## src/rtl/mem_arbiter.sv

```systemverilog
// Two-master memory arbiter: an instruction-fetch port and a load/store port
// share one memory request channel with exactly one transaction in flight.
// Data normally wins when both ports request; a starvation counter lets the
// fetch port through after STARVE_LIMIT consecutive contended data grants.
module mem_arbiter #(
    parameter int STARVE_LIMIT = 4
) (
    input  logic        clk,
    input  logic        resetn,

    input  logic        inst_req,
    input  logic [31:0] inst_addr,
    output logic        inst_addr_ok,
    output logic        inst_data_ok,
    output logic [31:0] inst_rdata,

    input  logic        data_req,
    input  logic        data_wr,
    input  logic [3:0]  data_wstrb,
    input  logic [31:0] data_addr,
    input  logic [31:0] data_wdata,
    output logic        data_addr_ok,
    output logic        data_data_ok,
    output logic [31:0] data_rdata,

    output logic        mem_req,
    output logic        mem_wr,
    output logic [3:0]  mem_wstrb,
    output logic [31:0] mem_addr,
    output logic [31:0] mem_wdata,
    input  logic        mem_addr_ok,
    input  logic        mem_data_ok,
    input  logic [31:0] mem_rdata
);

    localparam logic [3:0] LIMIT = 4'(STARVE_LIMIT);

    typedef enum logic [1:0] {
        IDLE = 2'd0,
        REQ  = 2'd1,
        WAIT = 2'd2
    } state_t;

    state_t      state_reg, state_next;
    logic [3:0]  starve_reg;
    logic        owner_data_reg;   // 0 = inst owns the transaction, 1 = data
    logic        wr_reg;
    logic [3:0]  wstrb_reg;
    logic [31:0] addr_reg;
    logic [31:0] wdata_reg;
    logic        grant_inst;
    logic        grant_data;

    // Read data goes straight to both ports; the owner's data_ok qualifies it.
    assign inst_rdata = mem_rdata;
    assign data_rdata = mem_rdata;

    // The memory request fields come from the latched copy so they stay
    // stable for the whole address phase regardless of what the ports do.
    assign mem_wr    = wr_reg;
    assign mem_wstrb = wstrb_reg;
    assign mem_addr  = addr_reg;
    assign mem_wdata = wdata_reg;

    // State register; reset drops any transaction in flight.
    always_ff @(posedge clk) begin
        if (!resetn) begin
            state_reg <= IDLE;
        end else begin
            state_reg <= state_next;
        end
    end

    // Grant decision, next state and handshake strobes. Everything is gated
    // by resetn so no strobe can escape while reset is held.
    always_comb begin
        state_next   = state_reg;
        grant_inst   = 1'b0;
        grant_data   = 1'b0;
        inst_addr_ok = 1'b0;
        data_addr_ok = 1'b0;
        inst_data_ok = 1'b0;
        data_data_ok = 1'b0;
        mem_req      = 1'b0;
        case (state_reg)
            IDLE: begin
                if (resetn) begin
                    if (inst_req && (!data_req || starve_reg == LIMIT)) begin
                        grant_inst = 1'b1;
                    end else if (data_req) begin
                        grant_data = 1'b1;
                    end
                    if (grant_inst || grant_data) begin
                        state_next = REQ;
                    end
                end
                inst_addr_ok = grant_inst;
                data_addr_ok = grant_data;
            end
            REQ: begin
                mem_req = resetn;
                if (mem_addr_ok) begin
                    state_next = WAIT;
                end
            end
            WAIT: begin
                if (resetn && mem_data_ok) begin
                    inst_data_ok = !owner_data_reg;
                    data_data_ok = owner_data_reg;
                    state_next   = IDLE;
                end
            end
            default: begin
                state_next = IDLE;
            end
        endcase
    end

    // Capture the winning request and track how long inst has been starved.
    always_ff @(posedge clk) begin
        if (!resetn) begin
            starve_reg     <= 4'd0;
            owner_data_reg <= 1'b0;
            wr_reg         <= 1'b0;
            wstrb_reg      <= 4'd0;
            addr_reg       <= 32'd0;
            wdata_reg      <= 32'd0;
        end else if (grant_inst) begin
            starve_reg     <= 4'd0;
            owner_data_reg <= 1'b0;
            wr_reg         <= 1'b0;
            wstrb_reg      <= 4'd0;
            addr_reg       <= inst_addr;
            wdata_reg      <= 32'd0;
        end else if (grant_data) begin
            if (inst_req && starve_reg != LIMIT) begin
                starve_reg <= starve_reg + 4'd1;
            end
            owner_data_reg <= 1'b1;
            wr_reg         <= data_wr;
            wstrb_reg      <= data_wstrb;
            addr_reg       <= data_addr;
            wdata_reg      <= data_wdata;
        end
    end

endmodule

```

## config.mk

```make
export PLATFORM = sky130hd
export DESIGN_NAME = mem_arbiter
export DESIGN_NICKNAME = d
export VERILOG_FILES = /design/src/rtl/mem_arbiter.sv
export SDC_FILE = /design/constraint.sdc
export NUM_CORES = 1
export LEC_CHECK = 0
export ABC_AREA = 1
export BUFFER_PORTS_ARGS = -buffer_cell sky130_fd_sc_hd__buf_2
export CAP_MARGIN = 20
export CORE_MARGIN = 5
export CORE_UTILIZATION = 38
export CTS_BUF_LIST = sky130_fd_sc_hd__clkbuf_4 sky130_fd_sc_hd__clkbuf_8
export DETAILED_ROUTE_END_ITERATION = 12
export GPL_ROUTABILITY_DRIVEN = 0
export GPL_TIMING_DRIVEN = 0
export PLACE_DENSITY = 0.91
export SLEW_MARGIN = 30
export SYNTH_ARGS = -nofsm -noshare
export SYNTH_HDL_FRONTEND = slang
export SYNTH_SLANG_ARGS = --single-unit
```

## constraint.sdc

```tcl
create_clock -name clk -period 1.3 [get_ports clk]
set_input_delay 0.13 -clock clk [delete_from_list [all_inputs] [get_ports clk]]
set_output_delay 0.13 -clock clk [all_outputs]
set_load 0.005 [all_outputs]
```

Yosys cells after proc, flatten, opt, wreduce, memory -nomap -nowiden. Cells that the tools add are included.

Flip-flop bits (word level): 76. Input port bits: 139. Output and inout port bits: 138. Logic and storage cells: 50.

Add/sub/neg operators: 1. Eq/ne operators: 7. Mux-type cells: 22. Bitwise operators: 1. Reduce and logical (&&, ||, !) cells: 12.

Operator list (number): $mux 32 (2); $mux 1 (16); $mux 2 (3); $ne 2x2->1 const B (3); $pmux 2 s3 (1); $add 4x1->4 const B (1); $eq 4x3->1 const B (1); $ne 4x3->1 const B (1); $logic_and 1x1->1 (3); $reduce_and 3->1 (1); $eq 2x1->1 const B (1); $eq 2x2->1 const B (1); $logic_not 1->1 (2); $logic_not 2->1 (1); $logic_or 1x1->1 (2); $reduce_and 2->1 (1); $reduce_bool 2->1 (1); $reduce_or 2->1 (1); $not 1->1 (1).

Longest topological paths before layout.
Depth after elaboration: 10. Mapped depth: 10. Mapped depth without buffers: 9.

Least setup slack after synthesis. No wires, ideal clock.

Path type: register -> register. Start: reg starve_reg[0]. End: reg wdata_reg[10] (netlist: mem_wdata[10]). Library setup time: 70 ps. Data arrival time: 1332 ps. Data required time: 1230 ps. Setup slack: -102 ps. Stages on the path, launching flop included: 10. Path buffers: 2. Clock period less this slack: 1402 ps. Cells stage by stage: dfxtp_1 inv_1 ha_1 nand3_1 nand2_2 a21oi_2 buf_4 buf_6 nand2_1 a21oi_1.

Word-level cells in the longest chain between the ends: 9. Elaborated cells between the ends (all ways): 14. Classes of those cells: 1 x eq/ne; 10 x mux; 3 x reduce/logical.

RTL lines: from (decl) (RTL line 45) `logic [3:0] starve_reg;`; from (signal assigned) (RTL line 137) `starve_reg <= starve_reg + 4'd1;`; $eq 4x3->1 * (RTL line 88) `if (inst_req && (!data_req || starve_reg == LIMIT)) begin`; $logic_or 1x1->1 * (RTL line 88); $logic_and 1x1->1 * (RTL line 88); $mux 1 (RTL line 88); $mux 1 (RTL line 87) `if (resetn) begin`; $mux 1 (RTL line 85) `case (state_reg)`; $mux 1 (RTL line 87); $mux 1 (RTL line 85); $reduce_or 2->1 (no line); to (signal assigned) (RTL line 143) `wdata_reg <= data_wdata;`; to (decl) (RTL line 50) `logic [31:0] wdata_reg;`.

Mark *: on every way between the ends. The rest lies on a longest branch, timed or not. The select of a mux whose other input is x is not followed. A chain may end at the register's enable or synchronous reset.

Worst setup path in the final report.
Start: reg starve_reg[0]. End: reg wdata_reg[7] (netlist: mem_wdata[7]).

The elaborated chain is that of the path after synthesis.

==> out/qor.csv <==
stage,metric,value,unit
clock_network,cts_htree_levels,3,
drt,dr_total_vias,4719,
grt,grt-ovfl-total,0,
power,power_density,1010,nW/um2
run,max-cap-violations,0,
finish,instances_no_fill,1004,
outcome,violations,negative setup slack,
clock_network,clock_path_buffers,2,
finish,layout_common_cells,"243 x buf_2, 93 x nand2_1, 83 x nor2_1",
synthesis,synth-warning-count,0,
critical_path,cp_data_required_time,1.58,ns
floorplan,die_h,110,um
drt,drt-pass1-iter-count,4,
synthesis,synth_area,3820,um2
place,dp.cells,937,
critical_path,worstSetupPathType,reg2reg,
synthesis,ys_seq_area_share,39.8,%
critical_path,reg2reg_depth,9,
finish,fillers,780,
synthesis,synth_cell_types,23,
critical_path,setup.worst_path.end_class,flop,
grt,grt_pass1_wl,20.1,mm
critical_path,start_kind,flop,
finish,layout_commonest_cell,buf_2,
grt,grt_antenna_before_repair,1,
critical_path,cp_data_arrival_time,1.94,ns
clock_network,insertion_delay,0.36,ns
clock_network,cts_root_buffer,clkbuf_8,
sta,worstMarginPinSlew,0.470,ns
sta,final-setup-viol-count,79,
worst_hold_path,hold_path.class,in2reg,
sta,maxSlewHeadroom,68.6,%
clock_network,cts_buffers,9,
grt,grt_util_all_layers,21.3,%
floorplan,chipWidth,110,um
synthesis,syn_nets,702,
power,vdd_drop_max,0.781,mV
drt,drcViolationCount,0,
drt,drtIter0Drc,225,
finish,nets,1007,
sta,hold_viol,0,
floorplan,die_area,12200,um2
finish,antenna_cells,0,
drt,wl_per_cell,15.6,um
synthesis,synth_enable_flop_cells,0,
finish,layout-drive-gt1-share,58.7,%
power,power.leakage,3.53,nW
sta,period_needed,1.66,ns
clock_network,clk_pin_slew_worst_paths,0.09,ns
synthesis,synth_flop_cell,dfxtp_1,
grt,grt_start_max_net_pins,15,
drt,routed_wirelength,15.6,mm
synthesis,synthCells,561,
floorplan,ios,277,
clock_network,clock-sinks,76,
place,portBuffers,243,
synthesis,postSynthAreaPerCell,6.81,um2
sta,timing.fmax,603,MHz
sta,finClkSkew,0.0133,ns
synthesis,ys_async_sr_fraction,0,%
sta,rsz0062_at_grt,yes,
sta,slew_viol_final,0,
synthesis,synth_area_leaders,"dfxtp_1 40%, buf_4 13%, nand2_1 12%",
floorplan,initial_core_util,39.1,%
grt,first_global_vias,4237,
floorplan,row_count,36,
drt,detail-route-antenna-nets,0,
synthesis,ys_ff_latch,76,
worst_hold_path,worst_hold_path.num_cells,3,
place,dp_hpwl,9.97,mm
clock_network,cts_tree,yes,
sta,worst_slack,-0.360,ns
sta,tns,-11.64,ns
synthesis,synth_top_cell_by_area,dfxtp_1,
sta,period_share,128,%
outcome,status,finished with violations,
critical_path,cp_max_fo,8,
drt,via_per_inst,4.70,
finish,syn_to_final_growth,79.4,%
synthesis,synth_top_area_share,39.8,%
floorplan,core_area,9770,um2
## where the power goes
part           leakage, nW  switching [W]  total (W)  internal (W)
combinational         2.80        0.00104    0.00222       0.00118
sequential           0.620       0.000112    0.00261       0.00249
clock                0.112       0.000984    0.00211       0.00113
total                 3.53        0.00214    0.00693       0.00480
## timing repair
| item | CTS | global route |
|---|---|---|
| gates resized for setup | 90 | 142 |
| hold buffers | 8 | 0 |
| buffers inserted | 23 | 8 |
| setup endpoints to repair | 77 | 78 |
| pin swaps | 17 | 65 |
| hold endpoints to repair | 8 | 0 |
| gates cloned | 10 | 5 |
## cells in the mapped netlist, types with 2 or more instances
cell and n:
nor2_1 102, clkbuf_1 8, dfxtp_1 76, nand3_1 69
buf_4 65, nor3_1 2, buf_6 2, a21oi_1 42
inv_1 42, buf_1 3, ha_1 2, nand2_1 121
buf_2 17
## per-layer routing
metal  up-vias  global-route usage, %  part of all wire [%]
li1       2296                      -                     -
met1      2157                   22.7                    36
met2       237                   39.2                    52
met3        27                   7.45                    10
met4         2                   6.60                   1.9
met5         -                      0                 0.083
## worst max-delay path, cell delays in order (launching register included)
cell and delay [ns]:
dfxtp_2 0.34, inv_2 0.05, ha_4 0.15, nand3_4 0.08, nand2_8 0.08, a21oi_4 0.17, buf_6 0.19, bufbuf_16 0.27
nand2_1 0.07, a21oi_1 0.17
## cells by family after synthesis
logic type	count (synthesis)	synth area share (%)
xor gates and xnor gates	1	0.229
adders and majority gates	2	0.655
AOI/OAI and AO/OA	45	6.09
and+or+nand+nor	299	32.3
buffers and inverters	138	20.9
DFF	76	39.8
## path summary, 6_finish.rpt
path	start	end	slack [ns]
max	starve_reg[0]$_SDFFE_PP0P_	mem_wdata[7]$_SDFFE_PP0P_	-0.36
min reg2reg	mem_wdata[31]$_SDFFE_PP0P_	mem_wdata[31]$_SDFFE_PP0P_	0.47
min	data_wstrb[3]	mem_wstrb[3]$_SDFFE_PP0P_	0.01
max reg2reg	starve_reg[0]$_SDFFE_PP0P_	mem_wdata[7]$_SDFFE_PP0P_	-0.36
## cell type report
cell class,instances,area (um2),area share [%]
Inverter,43,168,2.45
Timing Repair Buffer,294,1900,27.8
Tap cell,133,166,2.43
Clock inverter,6,96.3,1.41
Multi-Input combinational cell,349,2040,29.8
Sequential cell,76,1530,22.4
Clock buffer,10,131,1.92
Buffer,93,817,11.9
## through the flow
| stage | cell area, um2 | hold WS, ns | utilization, % | total power [W] | setup slack [ns] |
|---|---|---|---|---|---|
| 6_report | 6850 | 0.0128 | 70.1 | 0.00693 | -0.360 |
| 3_5_place_dp | 5240 | 0.383 | 53.6 | 0.00403 | -0.310 |
| 4_1_cts | 6240 | 0.000184 | 63.9 | 0.00656 | -0.273 |
| 3_3_place_gp | 5240 | 0.377 | 53.6 | 0.00400 | -0.296 |
| 5_1_grt | 6850 | 0.00930 | 70.1 | 0.00728 | -0.403 |
| 2_1_floorplan | 3860 | 0.270 | - | 0.00343 | -0.00922 |
(Power assumes the default switching activity.)
